--- config.mk ---
export PLATFORM = sky130hd
export DESIGN_NAME = controle_movimento
export DESIGN_NICKNAME = d
export VERILOG_FILES = /design/src/rtl/controle_movimento.sv
export SDC_FILE = /design/constraint.sdc
export NUM_CORES = 1
export LEC_CHECK = 0
export CAP_MARGIN = 20
export CORE_MARGIN = 3
export CORE_UTILIZATION = 57
export DETAILED_ROUTE_END_ITERATION = 7
export HOLD_SLACK_MARGIN = 0.06
export PLACE_DENSITY = 0.82
export SLEW_MARGIN = 5
export SYNTH_ARGS = -nofsm -noshare
export SYNTH_HDL_FRONTEND = slang
export SYNTH_SLANG_ARGS = --single-unit
--- constraint.sdc ---
create_clock -name clock -period 3.65 [get_ports clock]
set_input_delay 0.5475 -clock clock [delete_from_list [all_inputs] [get_ports clock]]
set_output_delay 0.5475 -clock clock [all_outputs]
set_load 0.005 [all_outputs]
--- src/rtl/controle_movimento.sv ---
// Elevator car motion controller: accepts a target floor, steps the car one floor per
// travel interval toward it, then holds the door open for a fixed time.
module controle_movimento #(
    parameter int N_ANDARES    = 10,
    parameter int CICLOS_ANDAR = 4,
    parameter int CICLOS_PORTA = 6
) (
    input  logic       clock,
    input  logic       reset,
    input  logic       pedido,
    input  logic [3:0] andar_alvo,
    output logic       ocupado,
    output logic [3:0] andar,
    output logic       sobe,
    output logic       desce,
    output logic       porta_aberta,
    output logic       chegou
);

    localparam int CMAX = (CICLOS_ANDAR > CICLOS_PORTA) ? CICLOS_ANDAR : CICLOS_PORTA;
    localparam int CW   = (CMAX > 1) ? $clog2(CMAX) : 1;

    typedef enum logic [1:0] {PARADO, SUBINDO, DESCENDO, PORTA} estado_t;

    estado_t           estado, estado_n;
    logic [3:0]        alvo, alvo_n, andar_n;
    logic [CW-1:0]     cont, cont_n;
    logic signed [4:0] dif;
    logic              aceita;
    logic              ocupado_n, sobe_n, desce_n, porta_n, chegou_n;

    always_comb begin
        estado_n = estado;
        andar_n  = andar;
        alvo_n   = alvo;
        cont_n   = cont;
        // Sign of andar - alvo decides direction; the extra bit keeps the borrow.
        dif      = $signed({1'b0, andar} - {1'b0, andar_alvo});
        aceita   = pedido && ({1'b0, andar_alvo} < 5'(N_ANDARES));

        case (estado)
            PARADO: begin
                if (aceita) begin
                    alvo_n = andar_alvo;
                    cont_n = '0;
                    if (dif[4])
                        estado_n = SUBINDO;
                    else if (dif != 5'sd0)
                        estado_n = DESCENDO;
                    else
                        estado_n = PORTA;
                end
            end
            SUBINDO: begin
                if (cont == CW'(CICLOS_ANDAR - 1)) begin
                    cont_n  = '0;
                    andar_n = andar + 4'd1;
                    if (andar_n == alvo)
                        estado_n = PORTA;
                end else begin
                    cont_n = cont + CW'(1);
                end
            end
            DESCENDO: begin
                if (cont == CW'(CICLOS_ANDAR - 1)) begin
                    cont_n  = '0;
                    andar_n = andar - 4'd1;
                    if (andar_n == alvo)
                        estado_n = PORTA;
                end else begin
                    cont_n = cont + CW'(1);
                end
            end
            PORTA: begin
                if (cont == CW'(CICLOS_PORTA - 1)) begin
                    cont_n   = '0;
                    estado_n = PARADO;
                end else begin
                    cont_n = cont + CW'(1);
                end
            end
            default: estado_n = PARADO;
        endcase

        // Outputs are decoded from the next state so they register in step with it.
        ocupado_n = (estado_n != PARADO);
        sobe_n    = (estado_n == SUBINDO);
        desce_n   = (estado_n == DESCENDO);
        porta_n   = (estado_n == PORTA);
        chegou_n  = (estado_n == PORTA) && (estado != PORTA);
    end

    always_ff @(posedge clock) begin
        if (reset) begin
            estado       <= PARADO;
            andar        <= 4'd0;
            alvo         <= 4'd0;
            cont         <= '0;
            ocupado      <= 1'b0;
            sobe         <= 1'b0;
            desce        <= 1'b0;
            porta_aberta <= 1'b0;
            chegou       <= 1'b0;
        end else begin
            estado       <= estado_n;
            andar        <= andar_n;
            alvo         <= alvo_n;
            cont         <= cont_n;
            ocupado      <= ocupado_n;
            sobe         <= sobe_n;
            desce        <= desce_n;
            porta_aberta <= porta_n;
            chegou       <= chegou_n;
        end
    end

endmodule
==> metrics.md, run 1 <==
| Metric | Value |
|---|---|
| Clk Latency, worst-skew pair | 290 ps |
| Synthesized cell area | 1210 µm² |
| Critical path fanouts, max | 6 |
| Simple-gate share of the synthesized area | 20.6% |
| Maximum clock rate | 405 MHz |
| RSZ-0062 raised after global routing | no |
| Largest family of logic cells by synthesized area | simple AND/OR/NAND/NOR gates |
| Crit path kind | in -> reg |
| CTS Buf Count | 3 |
| Layout area overhead | 15.8% |
| Setup bufs post-CTS | 0 |
| Post-Syn Instances | 140 |
| Most frequent cells in the layout | nor2_1 (18), dfxtp_1 (18), ha_1 (15), clkdlybuf4s50_1 (15), inv_1 (12) |
| DR WL/cell | 13.1 µm |
| Max rail drop VDD | 0.370 mV |
| Sequential share of the synthesized area | 29.8% |
| DR vias/cell | 5.49 |
| Resized cells post-CTS | 0 |
| Final hold violation count | 0 |
| First-pass GRT wire length | 4110 µm |
| Proportion of synthesized area in mux cells | 2.48% |
| Largest net degree at the start of global routing | 19 |
| Number of remaining DRC errors | 0 |
| CTS tree | done |
| Ys Warns | 0 |
| Min Hold Slack | 533 ps |
| Crit. End Element | flop |
| Floorplan row count | 16 |
| Die height | 52.1 µm |
| CTS root buf | clkbuf_4 |
| Layout cell share with drive strength beyond 1 | 6.45% |
| Post-Synth Adder-Cell Area | 17.2% |
| Max_cap viols | 0 |
| Final Max Tran Viols | 0 |
| Post-CTS Hold Buffers | 0 |
| Pre-antenna DRT Iters | 8 |
| R2r setup slk | 1300 ps |
| Longest Clk Path Bufs | 2 |
| Initial antenna violation count | 0 |
| Run status | finished, final reports clean |
| Worst slew pin tran | 720 ps |
| Routability Congestion | 0.828 |
| # IOs | 16 |
| Final min period | 2470 ps |
| Core ar. | 1980 µm² |
| Synth Area in Compound Gates | 14.0% |
| DRT iter0 DRCs | 18 |
| #FFs+latches synth | 18 |
| CTS Sinks | 18 |
| Syn nets | 163 |
| Final net count | 179 |
| Vias | 1,000 |
| Finish-stage setup viols | 0 |
| Slew margin rel. | 51.6% |
| H-tree depth | 1 |
| Worst Hold Class | reg -> reg |
| GRT overflow | 0 |
| Static leakage | 0.563 nW |
| Cell Pwr Density | 539 nW/µm² |
| Die X | 52.1 µm |
| Die area | 2710 µm² |
| Routed WL | 2380 µm |
| Antenna viol nets, final | 0 |
| Port bufs | 15 |
| Tcrit/Tclk final | 67.7% |
| Setup TNS | 0 ps |
| Initial core utilization | 61.0% |
| Xor/xnor cell area share of the yosys netlist | 9.31% |
| Unique masters post-synth | 36 |
| Critical path required time | 3810 ps |
| Tot GR Track Use | 19.9% |
| Ant. Diodes | 0 |
| Arrival @ worst endpoint | 2630 ps |
| Clk_skew | 4.19 ps |
| Syn Area/Cell | 8.64 µm² |
| DP Wirelength | 1830 µm |
| Clk slew on worst S/H paths | 100 ps |
| Number of global-route vias before repair | 948 |
| Startpoint Class | input port |
==> critical path, cell delays in order <==
cell             delay [ps]
clkdlybuf4s50_1         490
ha_1                    160
inv_1                    50
fa_1                    400
xnor2_1                 250
nand4b_1                130
mux2i_1                 170
o211ai_1                200
nor3b_2                 220
==> per-layer routing <==
metal	track usage, %	vias to the layer above	share of wire (%)
met3	3.44	4	3.8
met4	3.93	0	1.1
li1	-	505	-
met2	34.9	28	49
met5	0	-	0
met1	25.3	463	46
==> cell usage after synthesis (all sizes together) <==
master / instances / share of area, %
a21boi: 2 / 1.2
a21oi: 10 / 4.1
a22oi: 2 / 1.2
buf: 1 / 0.62
clkbuf: 3 / 1.8
clkinv: 1 / 0.31
dfxtp: 18 / 30
fa: 1 / 1.7
ha: 15 / 16
inv: 13 / 4.0
mux2i: 3 / 2.5
nand2: 9 / 2.8
nand2b: 2 / 1.0
nand3: 7 / 2.9
nand3b: 1 / 0.62
nand4: 1 / 0.52
nand4b: 1 / 0.72
nor2: 18 / 5.6
nor3: 3 / 1.2
nor3b: 3 / 2.3
nor4: 3 / 2.1
o2111ai: 1 / 2.2
o211ai: 2 / 1.7
o21ai: 5 / 2.1
o2bb2ai: 1 / 0.72
o311ai: 1 / 0.72
or4b: 1 / 0.83
xnor2: 7 / 5.1
xor2: 5 / 4.2
==> cells by family (layout without fill, tap and decap cells) <==
logic type,count (synthesis),count (layout)
XOR/XNOR,12,12
buffers and inverters,18,33
multiplexers,3,3
AO/OA/AOI/OAI,24,24
AND/OR/NAND/NOR,49,49
adder cells (fa/ha/maj),16,16
flip-flops,18,18
==> power by group <==
part | internal, mW | switching (mW) | total [mW]
Combinational | 0.165 | 0.203 | 0.368
Clock | 0.0607 | 0.0601 | 0.121
Sequential | 0.239 | 0.0267 | 0.266
Total | 0.465 | 0.290 | 0.755
==> path summary, 6_finish.rpt <==
kind         depth (start not counted)                    to                   from
min reg2reg                          2  alvo[2]$_SDFFE_PP0P_   alvo[2]$_SDFFE_PP0P_
min                                  2  alvo[2]$_SDFFE_PP0P_   alvo[2]$_SDFFE_PP0P_
max                                  9      desce$_SDFF_PP0_          andar_alvo[0]
max reg2reg                          7       sobe$_SDFF_PP0_  andar[0]$_SDFFE_PP0P_
==> cell type report <==
class / count / area [µm²]
clock buffer: 4 / 36.3
fill: 161 / 581
inverter: 14 / 52.6
multi-input combinational: 104 / 768
sequential: 18 / 360
tap: 27 / 33.8
timing repair buffer: 15 / 150
==> registers in the layout, indices dropped and copies added, names as in the netlist <==
name and count:
estado 2, cont 3, chegou 1, andar 4
sobe 1, desce 1, ocupado 1, alvo 4
porta_aberta 1
==> per-stage QoR <==
stage | power (mW) | setup slack, ps | cell area [µm²] | cells | util, %
2_1_floorplan | 0.538 | 1500 | 1210 | 140 | -
3_3_place_gp | 0.625 | 997 | 1370 | 178 | 68.9
3_5_place_dp | 0.636 | 889 | 1370 | 178 | 68.9
4_1_cts | 0.762 | 1210 | 1400 | 182 | 70.7
5_1_grt | 0.811 | 1030 | 1400 | 182 | 70.7
6_report | 0.755 | 1180 | 1400 | 182 | 70.7
Power figures use the tool's default switching activity.
==> run 2: changes to the inputs <==
- CORE_UTILIZATION: 57 -> 49
- PLACE_DENSITY: 0.82 -> 0.75
- clock period: 3.65 -> 2.2 ns (I/O delays scaled with it)
==> run 2 against run 1 <==
  * Critical path depth down 2
  * Clock power up 71%
  * Sequential share of layout area down 1.5 points
  * Register-to-register slack worse by 1200 ps
  * Setup slack worse by 1100 ps
  * Power up 72%
  * Via count up 3.7%
  * Wire length up 6.7%
  * Cell count up 5.5%
  * Largest power group unchanged
==> metrics.md, run 2 (same netlist as run 1, synthesis figures left out) <==
| Metric | Value |
|---|---|
| Top flop regs | alvo (4), andar (4), cont (3) (unchanged) |
| Min Hold Slack | 510 ps (was 533 ps) |
| Die height | 55.7 µm (was 52.1 µm) |
| Die area | 3100 µm² (was 2710 µm²) |
| Initial core utilization | 53.2% (was 61.0%) |
| Critical path required time | 2360 ps (was 3810 ps) |
| Max rail drop VDD | 0.605 mV (was 0.370 mV) |
| Run status | finished, final reports clean (unchanged) |
| CP top delay family | simple AND/OR/NAND/NOR gates (was adder cells) |
| Leading cell type in the layout, fill and taps excluded | nor2_1 |
| CTS Sinks | 18 (unchanged) |
| Crit. End Element | flop (unchanged) |
| Final hold violation count | 0 (unchanged) |
| Number of global-route vias before repair | 1,017 (was 948) |
| Reg area | 363 µm² (was 360 µm²) |
| H-tree depth | 1 (unchanged) |
| Antenna viol nets, final | 0 (unchanged) |
| DP Area | 1420 µm² (was 1370 µm²) |
| RSZ-0062 raised after global routing | yes (was no) |
| Largest net degree at the start of global routing | 19 (unchanged) |
| Most frequent cells in the layout | nor2_1 (17), dfxtp_1 (16), ha_1 (14), clkdlybuf4s50_1 (14) (was nor2_1 (18), dfxtp_1 (18), ha_1 (15), clkdlybuf4s50_1 (15), inv_1 (12)) |
| GRT overflow | 0 (unchanged) |
| Max_cap viols | 0 (unchanged) |
| Post-CTS Hold Buffers | 0 (unchanged) |
| Initial antenna violation count | 0 (unchanged) |
| DP Wirelength | 1950 µm (was 1830 µm) |
| # IOs | 16 (unchanged) |
| DRT iter0 DRCs | 19 (was 18) |
| Maximum clock rate | 470 MHz |
| Slew margin rel. | 53.6% (was 51.6%) |
| Routability Congestion | 0.809 (was 0.828) |
| CTS root buf | clkbuf_4 (unchanged) |
| Non-filler instance count after layout | 192 (was 182) |
| Clk slew on worst S/H paths | 110 ps (was 100 ps) |
| Crit-path slowest cell | or4b_1 (was clkdlybuf4s50_1) |
| Worst slew pin tran | 693 ps (was 720 ps) |
| Vias | 1,037 (was 1,000) |
| Ant. Diodes | 0 (unchanged) |
| Multi-input gate area | 793 µm² (was 768 µm²) |
| CP Cell Sequence | inv_4 -> ha_1 -> xor2_2 -> or4b_1 -> o211ai_2 -> o2111ai_4 -> nor3b_1 (was clkdlybuf4s50_1 -> ha_1 -> inv_1 -> fa_1 -> xnor2_1 -> nand4b_1 -> mux2i_1 -> o211ai_1 -> nor3b_2) |
| Final min period | 2130 ps |
| Setup TNS | 0 ps (unchanged) |
| Startpoint Class | flop (was input port) |
| Die X | 55.7 µm (was 52.1 µm) |
| Number of remaining DRC errors | 0 (unchanged) |
| Static leakage | 0.614 nW (was 0.563 nW) |
| CP bufs+invs | 1 (was 2) |
| Clk_skew | 8.06 ps (was 4.19 ps) |
| Largest stage delay, worst path | 490 ps (about the same) |
| CTS Buf Count | 3 (unchanged) |
| Clk Latency, worst-skew pair | 300 ps (was 290 ps) |
| Port bufs | 15 (unchanged) |
| Layout area overhead | 23.9% (was 15.8%) |
| Tot GR Track Use | 18.0% (was 19.9%) |
| Arrival @ worst endpoint | 2290 ps (was 2630 ps) |
| Worst Hold Class | in -> reg (was reg -> reg) |
| CTS tree | done (unchanged) |
| Routed WL | 2540 µm (was 2380 µm) |
| First-pass GRT wire length | 4530 µm (was 4110 µm) |
| Layout fillers | 176 (was 161) |
| Final net count | 188 (was 179) |
| Tcrit/Tclk final | 96.7% |
| Finish-stage setup viols | 0 (unchanged) |
| Core ar. | 2280 µm² (was 1980 µm²) |
| Cell Pwr Density | 867 nW/µm² (was 539 nW/µm²) |
| Longest Clk Path Bufs | 2 (unchanged) |
| Layout cell share with drive strength beyond 1 | 16.5% (was 6.45%) |
| Pre-antenna DRT Iters | 4 (was 8) |
| Design area | 1500 µm² (was 1400 µm²) |
| Floorplan row count | 17 (was 16) |
| Critical path fanouts, max | 6 (unchanged) |
| Crit path kind | reg -> reg (was in -> reg) |
| Final Max Tran Viols | 0 (unchanged) |
| # placed instances | 186 (was 178) |
| DR vias/cell | 5.40 (was 5.49) |
| DR WL/cell | 13.2 µm (was 13.1 µm) |
==> run 2: changes by cell type in the layout (fill, tap and decap cells not counted), moves of 2 or more <==
cell | before | now
buf_4 | 0 | 9
dfxtp_1 | 18 | 16
dfxtp_2 | 0 | 2
inv_1 | 12 | 10
==> run 2: through the flow <==
step | power (mW) | utilization [%] | setup WS [ps]
final | 1.30 | 65.9 | 73.7
after detailed placement | 1.06 | 62.3 | -385
after floorplan | 0.893 | - | 49.6
after global placement | 1.05 | 62.3 | -256
after global routing | 1.41 | 65.9 | -57.8
after CTS | 1.31 | 64.4 | 45.6
==> run 2: metal layers <==
layer	wire, µm	vias up	GRT usage [%]
met4	54	0	9.38
met5	0	-	0
met2	1190	13	28.2
met3	59	5	3.25
met1	1230	496	23.4
li1	-	523	-
==> run 2: final timing paths <==
path	from	end	slack, ps	cells after the start
max	andar[0]$_SDFFE_PP0P_	sobe$_SDFF_PP0_	70	7
min	andar_alvo[0]	alvo[0]$_SDFFE_PP0P_	510	3
max reg2reg	andar[0]$_SDFFE_PP0P_	sobe$_SDFF_PP0_	70	7
min reg2reg	cont[0]$_SDFFE_PP0P_	cont[0]$_SDFFE_PP0P_	530	2
==> run 2: repair_timing <==
action	CTS	global route
setup endpoints to repair	3	6
cloned	0	0
pin swaps	2	4
gates resized for setup	4	7
setup buffers	1	1
==> run 2: area by class of cell <==
class | instances | share of cell area [%]
clock buffers | 4 | 2.42
inverters | 14 | 3.67
multi-input cells | 104 | 52.9
flip-flops and latches | 18 | 24.2
well taps | 28 | 2.34
repair buffers | 24 | 14.4
==> run 2: report_power, final <==
| group | internal (mW) | switching, mW | total [mW] |
|---|---|---|---|
| Sequential | 0.398 | 0.0411 | 0.439 |
| Clock | 0.101 | 0.106 | 0.207 |
| Combinational | 0.305 | 0.348 | 0.653 |
==> run 2: tightest hold or removal path, cell delays in order <==
cell and delay (ps):
dlygate4sd2_1 280, mux2i_1 90, nor2_1 80
==> run 3: changes to the inputs <==
- CORE_UTILIZATION: 49 -> 54
- PLACE_DENSITY: 0.75 -> 0.78
- clock period: 2.2 -> 2.4 ns (I/O delays scaled with it)
==> run 3 against run 2 <==
  * Sequential power shrank 8.7%
  * Cell count shrank 3.6%
  * Power shrank 13%
  * Clock power shrank 27%
  * First-iteration DRC count shrank 5.3%
  * Clock skew shrank 4.0 ps
  * Largest cell class unchanged
  * Largest power group unchanged
==> metrics.md, run 3 (same netlist as run 1, synthesis figures left out) <==
| Metric | Value |
|---|---|
| Initial antenna violation count | 0 (unchanged) |
| Final hold violation count | 0 (unchanged) |
| Maximum clock rate | 437 MHz (was 470 MHz) |
| CTS root buf | clkbuf_4 (unchanged) |
| Clk_skew | 4.02 ps (was 8.06 ps) |
| End-of-flow core utilization | 69.4% (was 65.9%) |
| Port bufs | 15 (unchanged) |
| Core ar. | 2040 µm² (was 2280 µm²) |
| Pre-CTS setup slack | -170 ps (was -385 ps) |
| Ant. Diodes | 0 (unchanged) |
| R2r setup slk | 110 ps (was 70 ps) |
| Number of global-route vias before repair | 966 (was 1,017) |
| Static leakage | 0.576 nW (was 0.614 nW) |
| Critical path required time | 2560 ps (was 2360 ps) |
| Non-filler instance count after layout | 185 (was 192) |
| Final worst-path setup slack | 112 ps (was 73.7 ps) |
| Die height | 53.3 µm (was 55.7 µm) |
| Reg-to-reg endpoint | sobe$_SDFF_PP0_ (unchanged) |
| CTS tree | done (unchanged) |
| # placed instances | 182 (was 186) |
| Run status | finished, final reports clean (unchanged) |
| Clk slew on worst S/H paths | 100 ps (was 110 ps) |
| Pre-antenna DRT Iters | 4 (unchanged) |
| Longest Clk Path Bufs | 2 (unchanged) |
| H-tree depth | 1 (unchanged) |
| RR Startpoint | cont[0]$_SDFFE_PP0P_ (was andar[0]$_SDFFE_PP0P_) |
| Final Max Tran Viols | 0 (unchanged) |
| Antenna viol nets, final | 0 (unchanged) |
| Design area | 1420 µm² (was 1500 µm²) |
| Final min period | 2290 ps (was 2130 ps) |
| Max_cap viols | 0 (unchanged) |
| DR WL/cell | 13.8 µm (was 13.2 µm) |
| Crit. End Element | flop (unchanged) |
| Layout area overhead | 17.2% (was 23.9%) |
| Post-CTS Hold Buffers | 0 (unchanged) |
| CTS Sinks | 18 (unchanged) |
| Clk Latency, worst-skew pair | 290 ps (was 300 ps) |
| Critical Path End | sobe$_SDFF_PP0_ (unchanged) |
| Hold path depth | 2 (was 3) |
| Most frequent cells in the layout | nor2_1 (18), dfxtp_1 (18), ha_1 (15), clkdlybuf4s50_1 (15), inv_1 (12) (was nor2_1 (17), dfxtp_1 (16), ha_1 (14), clkdlybuf4s50_1 (14)) |
| Initial core utilization | 59.3% (was 53.2%) |
| Slew margin rel. | 53.9% (was 53.6%) |
| Tcrit/Tclk final | 95.3% (was 96.7%) |
| CTS Buf Count | 3 (unchanged) |
| Number of remaining DRC errors | 0 (unchanged) |
| Largest stage delay, worst path | 560 ps (was 490 ps) |
| Total power | 1.13 mW (was 1.30 mW) |
| First-pass GRT wire length | 4210 µm (was 4530 µm) |
| CP Cell Sequence | ha_1 -> ha_1 -> clkinv_1 -> or4b_1 -> o211ai_2 -> o2111ai_4 -> nor3b_1 (was inv_4 -> ha_1 -> xor2_2 -> or4b_1 -> o211ai_2 -> o2111ai_4 -> nor3b_1) |
| Worst Hold Class | reg -> reg (was in -> reg) |
| Max rail drop VDD | 0.568 mV (was 0.605 mV) |
| Largest net degree at the start of global routing | 19 (unchanged) |
| Worst R2R Path Depth | 7 (unchanged) |
| RSZ-0062 raised after global routing | no (was yes) |
| Final net count | 183 (was 188) |
| Setup TNS | 0 ps (unchanged) |
| DRT iter0 DRCs | 18 (was 19) |
| DP Wirelength | 1910 µm (was 1950 µm) |
| Routed WL | 2560 µm (was 2540 µm) |
| Crit-path slowest cell | or4b_1 (unchanged) |
| Setup bufs post-CTS | 0 (was 1) |
| Floorplan row count | 16 (was 17) |
| # IOs | 16 (unchanged) |
| Die X | 53.3 µm (was 55.7 µm) |
| Min Hold Slack | 533 ps (was 510 ps) |
| Finish-stage setup viols | 0 (unchanged) |
| Cell Pwr Density | 796 nW/µm² (was 867 nW/µm²) |
| Crit path kind | reg -> reg (unchanged) |
| Top flop regs | alvo (4), andar (4), cont (3) (unchanged) |
| CP most frequent cell | ha_1 |
| Routability Congestion | 0.823 (was 0.809) |
| GRT overflow | 0 (unchanged) |
| Critical Path Source | cont[0]$_SDFFE_PP0P_ (was andar[0]$_SDFFE_PP0P_) |
| Die area | 2840 µm² (was 3100 µm²) |
| Tot GR Track Use | 20.4% (was 18.0%) |
| DP Area | 1400 µm² (was 1420 µm²) |
| Critical path fanouts, max | 6 (unchanged) |
| Layout cell share with drive strength beyond 1 | 8.23% (was 16.5%) |
| Worst slew pin tran | 689 ps (was 693 ps) |
| Arrival @ worst endpoint | 2450 ps (was 2290 ps) |
| Vias | 1,013 (was 1,037) |
| Resized cells post-CTS | 0 (was 4) |
| DR vias/cell | 5.48 (was 5.40) |
| Startpoint Class | flop (unchanged) |
run 3: cell count changes in the layout (fill, tap and decap cells not counted), moves of 2 or more:
| cell | previous run | this run |
|---|---|---|
| buf_4 | 9 | 4 |
| dfxtp_1 | 16 | 18 |
| dfxtp_2 | 2 | 0 |
| inv_1 | 10 | 12 |
run 3: worst min path at each step:
stage	from	to	slack [ps]
3_3_place_gp	alvo[3]$_SDFFE_PP0P_	alvo[3]$_SDFFE_PP0P_	490
5_1_grt	alvo[2]$_SDFFE_PP0P_	alvo[2]$_SDFFE_PP0P_	570
4_1_cts	alvo[0]$_SDFFE_PP0P_	alvo[0]$_SDFFE_PP0P_	540
3_5_place_dp	alvo[0]$_SDFFE_PP0P_	alvo[0]$_SDFFE_PP0P_	510
2_1_floorplan	alvo[2]$_SDFFE_PP0P_	alvo[2]$_SDFFE_PP0P_	480
6_report	alvo[0]$_SDFFE_PP0P_	alvo[0]$_SDFFE_PP0P_	530
run 3: final cells by class:
class / instances / area (µm²)
Fill cell: 181 / 624
Clock buffer: 3 / 22.5
Sequential cell: 18 / 360
Multi-Input combinational cell: 104 / 768
Tap cell: 27 / 33.8
Timing Repair Buffer: 19 / 180
Inverter: 14 / 52.6
run 3: critical path, delay by kind of cell (launching register included):
kind	cells	cell delay, ps
simple gates	2	740
fa+ha+maj	2	490
flops	1	400
compound gates	2	400
buf+inv	1	120
run 3: power breakdown:
part	total [mW]	switching, mW	leakage [nW]	internal (mW)
registers	0.401	0.0369	0.147	0.364
logic	0.577	0.313	0.416	0.265
clock network	0.151	0.0922	0.0138	0.0584
total	1.13	0.442	0.576	0.687
run 3: routing by layer:
metal	global-route usage, %	share of wire [%]
met3	5.07	5.3
met1	24.4	46
met4	3.83	0.31
met2	36.5	48
met5	0	0
